===== config.mk =====
export PLATFORM = sky130hd
export DESIGN_NAME = branch_predictor_flat
export DESIGN_NICKNAME = d
export VERILOG_FILES = /design/src/rtl/branch_predictor_if.sv /design/src/rtl/branch_predictor.sv /design/src/flat_wrapper.sv
export SDC_FILE = /design/constraint.sdc
export NUM_CORES = 1
export LEC_CHECK = 0
export ABC_AREA = 1
export CORE_UTILIZATION = 50
export CTS_CLUSTER_SIZE = 20
export DETAILED_ROUTE_END_ITERATION = 10
export PLACE_DENSITY = 0.72
export SLEW_MARGIN = 20
export SYNTH_ARGS = -nofsm -noshare
export SYNTH_HDL_FRONTEND = slang
export SYNTH_SLANG_ARGS = --single-unit

===== constraint.sdc =====
create_clock -name clk -period 10.21 [get_ports clk]
set_input_delay 2.042 -clock clk [delete_from_list [all_inputs] [get_ports clk]]
set_output_delay 2.042 -clock clk [all_outputs]
set_load 0.02 [all_outputs]

===== src/rtl/branch_predictor_if.sv =====
// Predictor <-> pipeline bundle: IF lookup plus ID-stage resolve/train.
// Carries pred_ghr/upd_ghr when BRANCH_PREDICTOR_GHISTORY_EN is defined.
interface branch_predictor_if #(
  parameter int PC_W   = 32,
  parameter int IDX_W  = 6,
  parameter int STAT_W = 16
);
  logic [PC_W-1:0]   pred_pc;
  logic              pred_taken;
  logic              upd_valid;
  logic [PC_W-1:0]   upd_pc;
  logic              upd_pred;
  logic              upd_taken;
  logic              mispredict;
  logic [STAT_W-1:0] branch_cnt;
  logic [STAT_W-1:0] miss_cnt;
`ifdef BRANCH_PREDICTOR_GHISTORY_EN
  logic [IDX_W-1:0]  pred_ghr;
  logic [IDX_W-1:0]  upd_ghr;

  modport master (
    output pred_pc, upd_valid, upd_pc,
           upd_pred, upd_taken, upd_ghr,
    input  pred_taken, mispredict,
           branch_cnt, miss_cnt, pred_ghr
  );
  modport slave (
    input  pred_pc, upd_valid, upd_pc,
           upd_pred, upd_taken, upd_ghr,
    output pred_taken, mispredict,
           branch_cnt, miss_cnt, pred_ghr
  );
`else
  modport master (
    output pred_pc, upd_valid, upd_pc,
           upd_pred, upd_taken,
    input  pred_taken, mispredict,
           branch_cnt, miss_cnt
  );
  modport slave (
    input  pred_pc, upd_valid, upd_pc,
           upd_pred, upd_taken,
    output pred_taken, mispredict,
           branch_cnt, miss_cnt
  );
`endif
endinterface


===== src/rtl/branch_predictor.sv =====
// Saturating-counter branch predictor with mispredict stats.
// Define BRANCH_PREDICTOR_GHISTORY_EN for gshare (PC index ^ GHR).
module branch_predictor #(
  parameter int PC_W   = 32,
  parameter int IDX_W  = 6,
  parameter int CTR_W  = 2,
  parameter int STAT_W = 16
) (
  input  logic clk,
  input  logic rst,
  branch_predictor_if.slave bp
);
  localparam int N = 1 << IDX_W;
  localparam logic [CTR_W-1:0] CTR_RST =
    CTR_W'((1 << (CTR_W - 1)) - 1);
  localparam logic [CTR_W-1:0] CTR_MAX = {CTR_W{1'b1}};
  localparam logic [STAT_W-1:0] STAT_MAX = {STAT_W{1'b1}};

  logic [CTR_W-1:0]  ctr [N];
  logic [CTR_W-1:0]  ctr_cur;
  logic [CTR_W-1:0]  ctr_nxt;
  logic [IDX_W-1:0]  rd_idx;
  logic [IDX_W-1:0]  wr_idx;
  logic [STAT_W-1:0] branch_q;
  logic [STAT_W-1:0] miss_q;
  logic              miss;
  logic              unused_pc;

  assign unused_pc = ^{bp.pred_pc[PC_W-1:IDX_W+2],
                       bp.pred_pc[1:0],
                       bp.upd_pc[PC_W-1:IDX_W+2],
                       bp.upd_pc[1:0]};

`ifdef BRANCH_PREDICTOR_GHISTORY_EN
  logic [IDX_W-1:0] ghr;

  assign rd_idx = bp.pred_pc[IDX_W+1:2] ^ ghr;
  assign wr_idx = bp.upd_pc[IDX_W+1:2] ^ bp.upd_ghr;
  assign bp.pred_ghr = ghr;

  // History shifts on every resolve; mispredicts need no extra repair
  always_ff @(posedge clk or posedge rst) begin
    if (rst) begin
      ghr <= '0;
    end else if (bp.upd_valid) begin
      ghr <= {ghr[IDX_W-2:0], bp.upd_taken};
    end
  end
`else
  assign rd_idx = bp.pred_pc[IDX_W+1:2];
  assign wr_idx = bp.upd_pc[IDX_W+1:2];
`endif

  // Read is the pre-update value; no write-to-read bypass
  assign bp.pred_taken = ctr[rd_idx][CTR_W-1];

  assign miss = bp.upd_valid &
                (bp.upd_pred ^ bp.upd_taken);
  assign bp.mispredict = miss;

  assign ctr_cur = ctr[wr_idx];

  always_comb begin
    ctr_nxt = ctr_cur;
    unique case (1'b1)
      bp.upd_taken && ctr_cur != CTR_MAX:
        ctr_nxt = ctr_cur + CTR_W'(1);
      !bp.upd_taken && ctr_cur != '0:
        ctr_nxt = ctr_cur - CTR_W'(1);
      default: ctr_nxt = ctr_cur;
    endcase
  end

  always_ff @(posedge clk or posedge rst) begin
    if (rst) begin
      for (int i = 0; i < N; i++) begin
        ctr[i] <= CTR_RST;
      end
    end else if (bp.upd_valid) begin
      ctr[wr_idx] <= ctr_nxt;
    end
  end

  always_ff @(posedge clk or posedge rst) begin
    if (rst) begin
      branch_q <= '0;
      miss_q   <= '0;
    end else if (bp.upd_valid) begin
      if (branch_q != STAT_MAX) begin
        branch_q <= branch_q + STAT_W'(1);
      end
      if (miss && miss_q != STAT_MAX) begin
        miss_q <= miss_q + STAT_W'(1);
      end
    end
  end

  assign bp.branch_cnt = branch_q;
  assign bp.miss_cnt   = miss_q;
endmodule


===== src/flat_wrapper.sv =====
// flat-port wrapper written by rule: the top's interface ports become plain ports
module branch_predictor_flat 
#(
  parameter int PC_W   = 32,
  parameter int IDX_W  = 6,
  parameter int CTR_W  = 2,
  parameter int STAT_W = 16
)
  (clk, rst, bp_pred_pc, bp_upd_valid, bp_upd_pc, bp_upd_pred, bp_upd_taken, bp_pred_taken, bp_mispredict, bp_branch_cnt, bp_miss_cnt);
  branch_predictor_if #(.PC_W(PC_W), .IDX_W(IDX_W), .STAT_W(STAT_W)) bp_i ();
  input  logic clk;
  input  logic rst;
  input wire logic [$bits(bp_i.pred_pc)-1:0] bp_pred_pc;
  input wire logic [$bits(bp_i.upd_valid)-1:0] bp_upd_valid;
  input wire logic [$bits(bp_i.upd_pc)-1:0] bp_upd_pc;
  input wire logic [$bits(bp_i.upd_pred)-1:0] bp_upd_pred;
  input wire logic [$bits(bp_i.upd_taken)-1:0] bp_upd_taken;
  output wire logic [$bits(bp_i.pred_taken)-1:0] bp_pred_taken;
  output wire logic [$bits(bp_i.mispredict)-1:0] bp_mispredict;
  output wire logic [$bits(bp_i.branch_cnt)-1:0] bp_branch_cnt;
  output wire logic [$bits(bp_i.miss_cnt)-1:0] bp_miss_cnt;
  assign bp_i.pred_pc = bp_pred_pc;
  assign bp_i.upd_valid = bp_upd_valid;
  assign bp_i.upd_pc = bp_upd_pc;
  assign bp_i.upd_pred = bp_upd_pred;
  assign bp_i.upd_taken = bp_upd_taken;
  assign bp_pred_taken = bp_i.pred_taken;
  assign bp_mispredict = bp_i.mispredict;
  assign bp_branch_cnt = bp_i.branch_cnt;
  assign bp_miss_cnt = bp_i.miss_cnt;
  branch_predictor #(.PC_W(PC_W), .IDX_W(IDX_W), .CTR_W(CTR_W), .STAT_W(STAT_W)) u_core (.clk(clk), .rst(rst), .bp(bp_i));
endmodule

======== Yosys cells after proc, flatten, opt, wreduce, memory -nomap -nowiden ========
Cells that the tools add are included.
operators by class
  add/sub/neg operators ................... 4
  $lt $le $gt $ge ......................... 3
  eq/ne operators ......................... 3
  mux-type cells .......................... 10
  bitwise operators ....................... 4
  reduce and logical (&&, ||, !) cells .... 8
operators by type and width
  cell                   count
  $bwmux 128             1
  $add 16x1->16 const B  2
  $ne 16x16->1 const B   2
  $bmux 2 s6             2
  $ge 7x7->1 const B     2
  $not 6->7              2
  $demux 2 s6            1
  $mux 2                 5
  $lt 7x1->1 const B     1
  $logic_and 1x1->1      4
  $pmux 2 s2             1
  $reduce_and 2->1       2
  $add 2x1->2 const B    1
  $ne 2x2->1 const B     1
  $reduce_bool 2->1      1
  $sub 2x1->2 const B    1
  $and 1x1->1            1
  $logic_not 1->1        1
  $xor 1x1->1            1
word-level totals
  register bits after elaboration ......... 160
  input port bits ......................... 69
  output and inout port bits .............. 34
  word-level logic and storage cells ...... 98

======== Depth between registers and ports, before layout ========
  depth after elaboration ................. 8
  mapped depth ............................ 19
  gate-level depth less buffers ........... 15

======== Worst setup path after synthesis ========
OpenSTA, ideal clock, no wires.
  path type ............................... input to output
  from .................................... input port bp_pred_pc[2]
  to ...................................... output port bp_pred_taken
  arrival ................................. 3041 ps
  required time ........................... 8168 ps
  path slack .............................. 5127 ps
  stages on the path ...................... 10
  buffers on the path ..................... 1
  cell sequence ........................... inv_1 -> clkbuf_1 -> nor2_1 -> o22ai_1 -> nand2_1 -> nand2_1 -> a21oi_1 -> o21ai_0 -> nand3b_1 -> nand2_1
on the way
  word-level cells in the longest chain between the ends .. 4
ends and longest elaborated chain
  element                                     RTL line                source
  start: declaration                          flat_wrapper.sv:13      input wire logic [$bits(bp_i.pred_pc)-1:0] bp_pred_pc;
  $not 6->7 (not written as such)             branch_predictor.sv:55  assign bp.pred_taken = ctr[rd_idx][CTR_W-1];
  $bmux 2 s6                                  branch_predictor.sv:55
  $mux 2 (not written as such) (2 in series)  branch_predictor.sv:55
  end: declaration                            flat_wrapper.sv:18      output wire logic [$bits(bp_i.pred_taken)-1:0] bp_pred_taken;
Every way passes these cells. The select of a mux whose other input is x is not followed.

======== Final worst setup path ========
  from .................................... input port bp_pred_pc[3]
  to ...................................... output port bp_pred_taken
Same word-level chain as after synthesis.

==> results.md <==
- The flow ran to the end, but the final reports show violations.
- The checks that failed: design-rule violations.
- Yosys mapped the design onto 30 distinct sky130hd cell types.
- The final max-slew violation count is 0.
- Summing every instance area after synthesis gives 9300 um^2.
- For the worst-skew pair, the clock arrives at the later sink with an insertion delay of 0.44 ns.
- Summed over all layers, the global routing overflow is 0.
- The worst hold path passes through 2 cells.
- Detailed routing inserted a total of 8,989 vias.
- Setup repair after global routing left no endpoint under its margin.
- Post-CTS repair changed the size of 0 cells.
- The count of pins on the block boundary is 103.
- Synthesis inferred 160 register bits.
- The critical path capture point type is a primary output.
- The maximum achievable frequency is 138 MHz.
- For this run, asynchronously set or reset flops after synthesis account for 100%.
- The initial core utilization is 51.4%.
- The number of maximum-capacitance violations is 0.
- The peak supply drop is 0.000143 V.
- The total length of routed wires is 27,100 um.
- The count of endpoints failing hold in the final timing report is 0.
- For this design, the CTS-stage hold fixing added 0 buffers.
- The chip width is 138 um.
- The initial antenna violation count is 0.
- The commonest register cell after synthesis is dfrtp_1.
- The number of global-route vias before repair is 8,315.
- Before CTS, the worst setup slack after placement is 3.07 ns.
- The startpoint of the most critical hold path is u_core.ctr[84].
- The core region is 18,100 um^2.
- The row count is 49.
- The cell area power density is 167 nW/um^2.
- The final design instance area without fill is 10,400 um^2.
- The leakage power total is 0.00521 uW.
- The leading cell type in the layout, fill and taps excluded is nand2_1.
- Post-CTS timing repair inserted 0 buffers for setup.
- The count of cells in the finished layout, fillers not included, comes to 1,633.
- For this run, the number of Yosys warnings is 0.
- In the final design database the tool counted 1,462 nets.
- In the final routed layout, each cell accounts on average for 16.6 um.
- The clock passes through at most 2 buffers.
- The accumulated negative setup slack is 0 ns.
- After clock tree synthesis, the clock-pin slew on the worst setup and hold paths is 0.06 ns.
- The worst slew margin relative to its limit is 32.5%.
- The total placed instance area is 9890 um^2.
- The area overhead of the layout relative to synthesis is 12.3%.
- The antenna diode instance count is 0.
- For the worst setup path, the data arrival time is 5.22 ns.
- After legalization and detailed placement, the total HPWL measured 16,100 um.
- The floorplan step set the die height to 138 um.
- Of the available clock period, the critical path in the final layout requires 71.2%.
- The part of the Yosys area used for sequential elements is 43.9%.
- The total number of H-tree levels is 4.
- The maximum number of pins on one net before global-route repair is 82.
- The critical path startpoint category is an input pin.
- For this block, the initial DRC count from the detailed router was 924.
- The post-synthesis area per instance is 6.79 um^2.
- The first detailed-routing pass ran for 11 iterations.
- CTS saw 160 sinks.
- The number of fill cells in the layout is 1,722.
- The number of instances in the synthesized netlist is 1,371.
- In this run the worst hold path is classified as flip-flop to flip-flop.
- Including well taps, the total number of placed cells is 1,601.
- In the layout the commonest cells are 585 x nand2_1, 157 x nand3_1, 130 x inv_1.
- The total die area is 19,200 um^2.
- The terminating pin of the worst hold path is u_core.ctr[84].
- The TritonCTS clock tree is built.
- By startpoint and endpoint, the worst setup path is classified as input pin to primary output.
- The clock period minus worst slack is 7.27 ns.
- The number of enable-type register cells in the synthesized netlist is 0.
- After detailed routing, the number of remaining DRC violations is 4.
- The ratio of cells with drive above 1 in the final layout is 8.33%.
- Of all nets on the critical path, the largest fanout is 17.
- The overall global routing resource usage is 29.1%.
- Setup violations remaining at the end of the flow were counted as 0.
- The start of the worst register-to-register path is u_core.ctr[24].
- The root buffer cell is clkbuf_16.
- The synthesized netlist net count is 1,442.
- The count of nets left with antenna violations once routing finished came out at 0.
- The capture instance of the worst register-to-register path is u_core.ctr[29].
- For the worst setup path, the data required time is 8.17 ns.
- The slack of the critical path is 2.94 ns.
- The register-to-register setup slack is 7.37 ns.
- Buffers inserted during clock tree synthesis total 17.
- The first global-routing pass estimated 43,600 um of wire.
- The congestion estimate from routability-driven global placement came to 0.899.
- In the routed layout, each cell is associated on average with a via count of 5.50.
- In this run the tool buffered the top-level ports with 50 buffer cells.
- The setup clock skew after layout is 0.0109 ns.
- The transition time at the pin with the least slew margin is 1.01 ns.
- The number of cells on the worst reg-to-reg path is 15.
## report_power, final
part           internal, uW  switching, uW
Clock                   339            283
Sequential              724           61.8
Combinational           123            214
## flip-flops by register name (all words and copies together), names as in the netlist
name                  cells
u_core.bp.miss_cnt       16
u_core.ctr              128
u_core.bp.branch_cnt     16
## kinds of logic (layout without fill, tap and decap cells)
| group | Yosys count | in the layout | share of synthesized area [%] |
|---|---|---|---|
| flip-flops | 160 | 160 | 43.9 |
| XOR/XNOR | 30 | 30 | 2.82 |
| multiplexers | 1 | 1 | 0.121 |
| adder cells (fa/ha/maj) | 2 | 2 | 0.269 |
| AND/OR/NAND/NOR | 915 | 915 | 40.0 |
| AO/OA/AOI/OAI | 72 | 72 | 4.49 |
| buffers and inverters | 191 | 224 | 8.41 |
## area by class of cell
class                   instances  area, um^2  area share (%)
inverters                     133         504            4.83
well taps                     229         287            2.74
clock buffers                  18         429            4.11
clock inverters                14         131            1.26
multi-input cells            1020        4450            42.6
repair buffers                 59         563            5.39
flip-flops and latches        160        4080            39.1
## how the worst max path moves through the flow
stage / start / end / slack, ns / cells past startpoint
after floorplan: rst / u_core.bp.branch_cnt[0] / 3.95 / 1
after global placement: bp_pred_pc[3] / bp_pred_taken / 3.06 / 11
after detailed placement: bp_pred_pc[3] / bp_pred_taken / 3.07 / 10
after CTS: bp_pred_pc[3] / bp_pred_taken / 3.06 / 10
after global routing: bp_pred_pc[3] / bp_pred_taken / 2.90 / 11
final: bp_pred_pc[3] / bp_pred_taken / 2.94 / 10
## synth_stat cells, types with 3 or more instances
library cell	n	share of area, %
o22ai_1	11	0.74
buf_6	3	0.36
clkbuf_1	15	0.61
nand3_1	157	8.4
nand4_1	6	0.40
xor2_1	20	1.9
o221ai_1	5	0.47
xnor2_1	10	0.94
buf_1	6	0.24
inv_1	131	5.3
o21ai_1	6	0.32
nor2_1	128	5.2
dfrtp_1	96	26
nand2_2	3	0.20
o211ai_1	10	0.81
nand2_1	585	24
buf_2	34	1.8
nor3_1	24	1.3
o21ai_0	38	2.0
dfstp_2	64	18
or2_0	4	0.27
## through the flow
step           hold WS (ns)  total power (uW)  util [%]
2_1_floorplan         0.443               996         -
3_3_place_gp          0.451              1120      54.7
3_5_place_dp          0.456              1130      54.7
4_1_cts               0.468              1750      57.8
5_1_grt               0.478              1820      57.8
6_report              0.466              1740      57.8
## worst max-delay path, cell delays in order
cell             delay [ns]
clkdlybuf4s50_1        0.83
inv_1                  0.77
o21ai_0                0.23
o22ai_1                0.21
or2_2                  0.14
o211ai_1               0.08
nand3_1                0.14
nand3_1                0.07
nand2_1                0.09
clkdlybuf4s50_1        0.60
## routing by layer
metal,track usage [%],share of wire (%),vias to the layer above
li1,-,-,4319
met1,38.4,43,4221
met2,45.9,46,383
met3,6.17,8.3,66
met4,13.4,3.5,0
met5,0,0,-
Note: power is estimated with default switching activity, not from simulation.
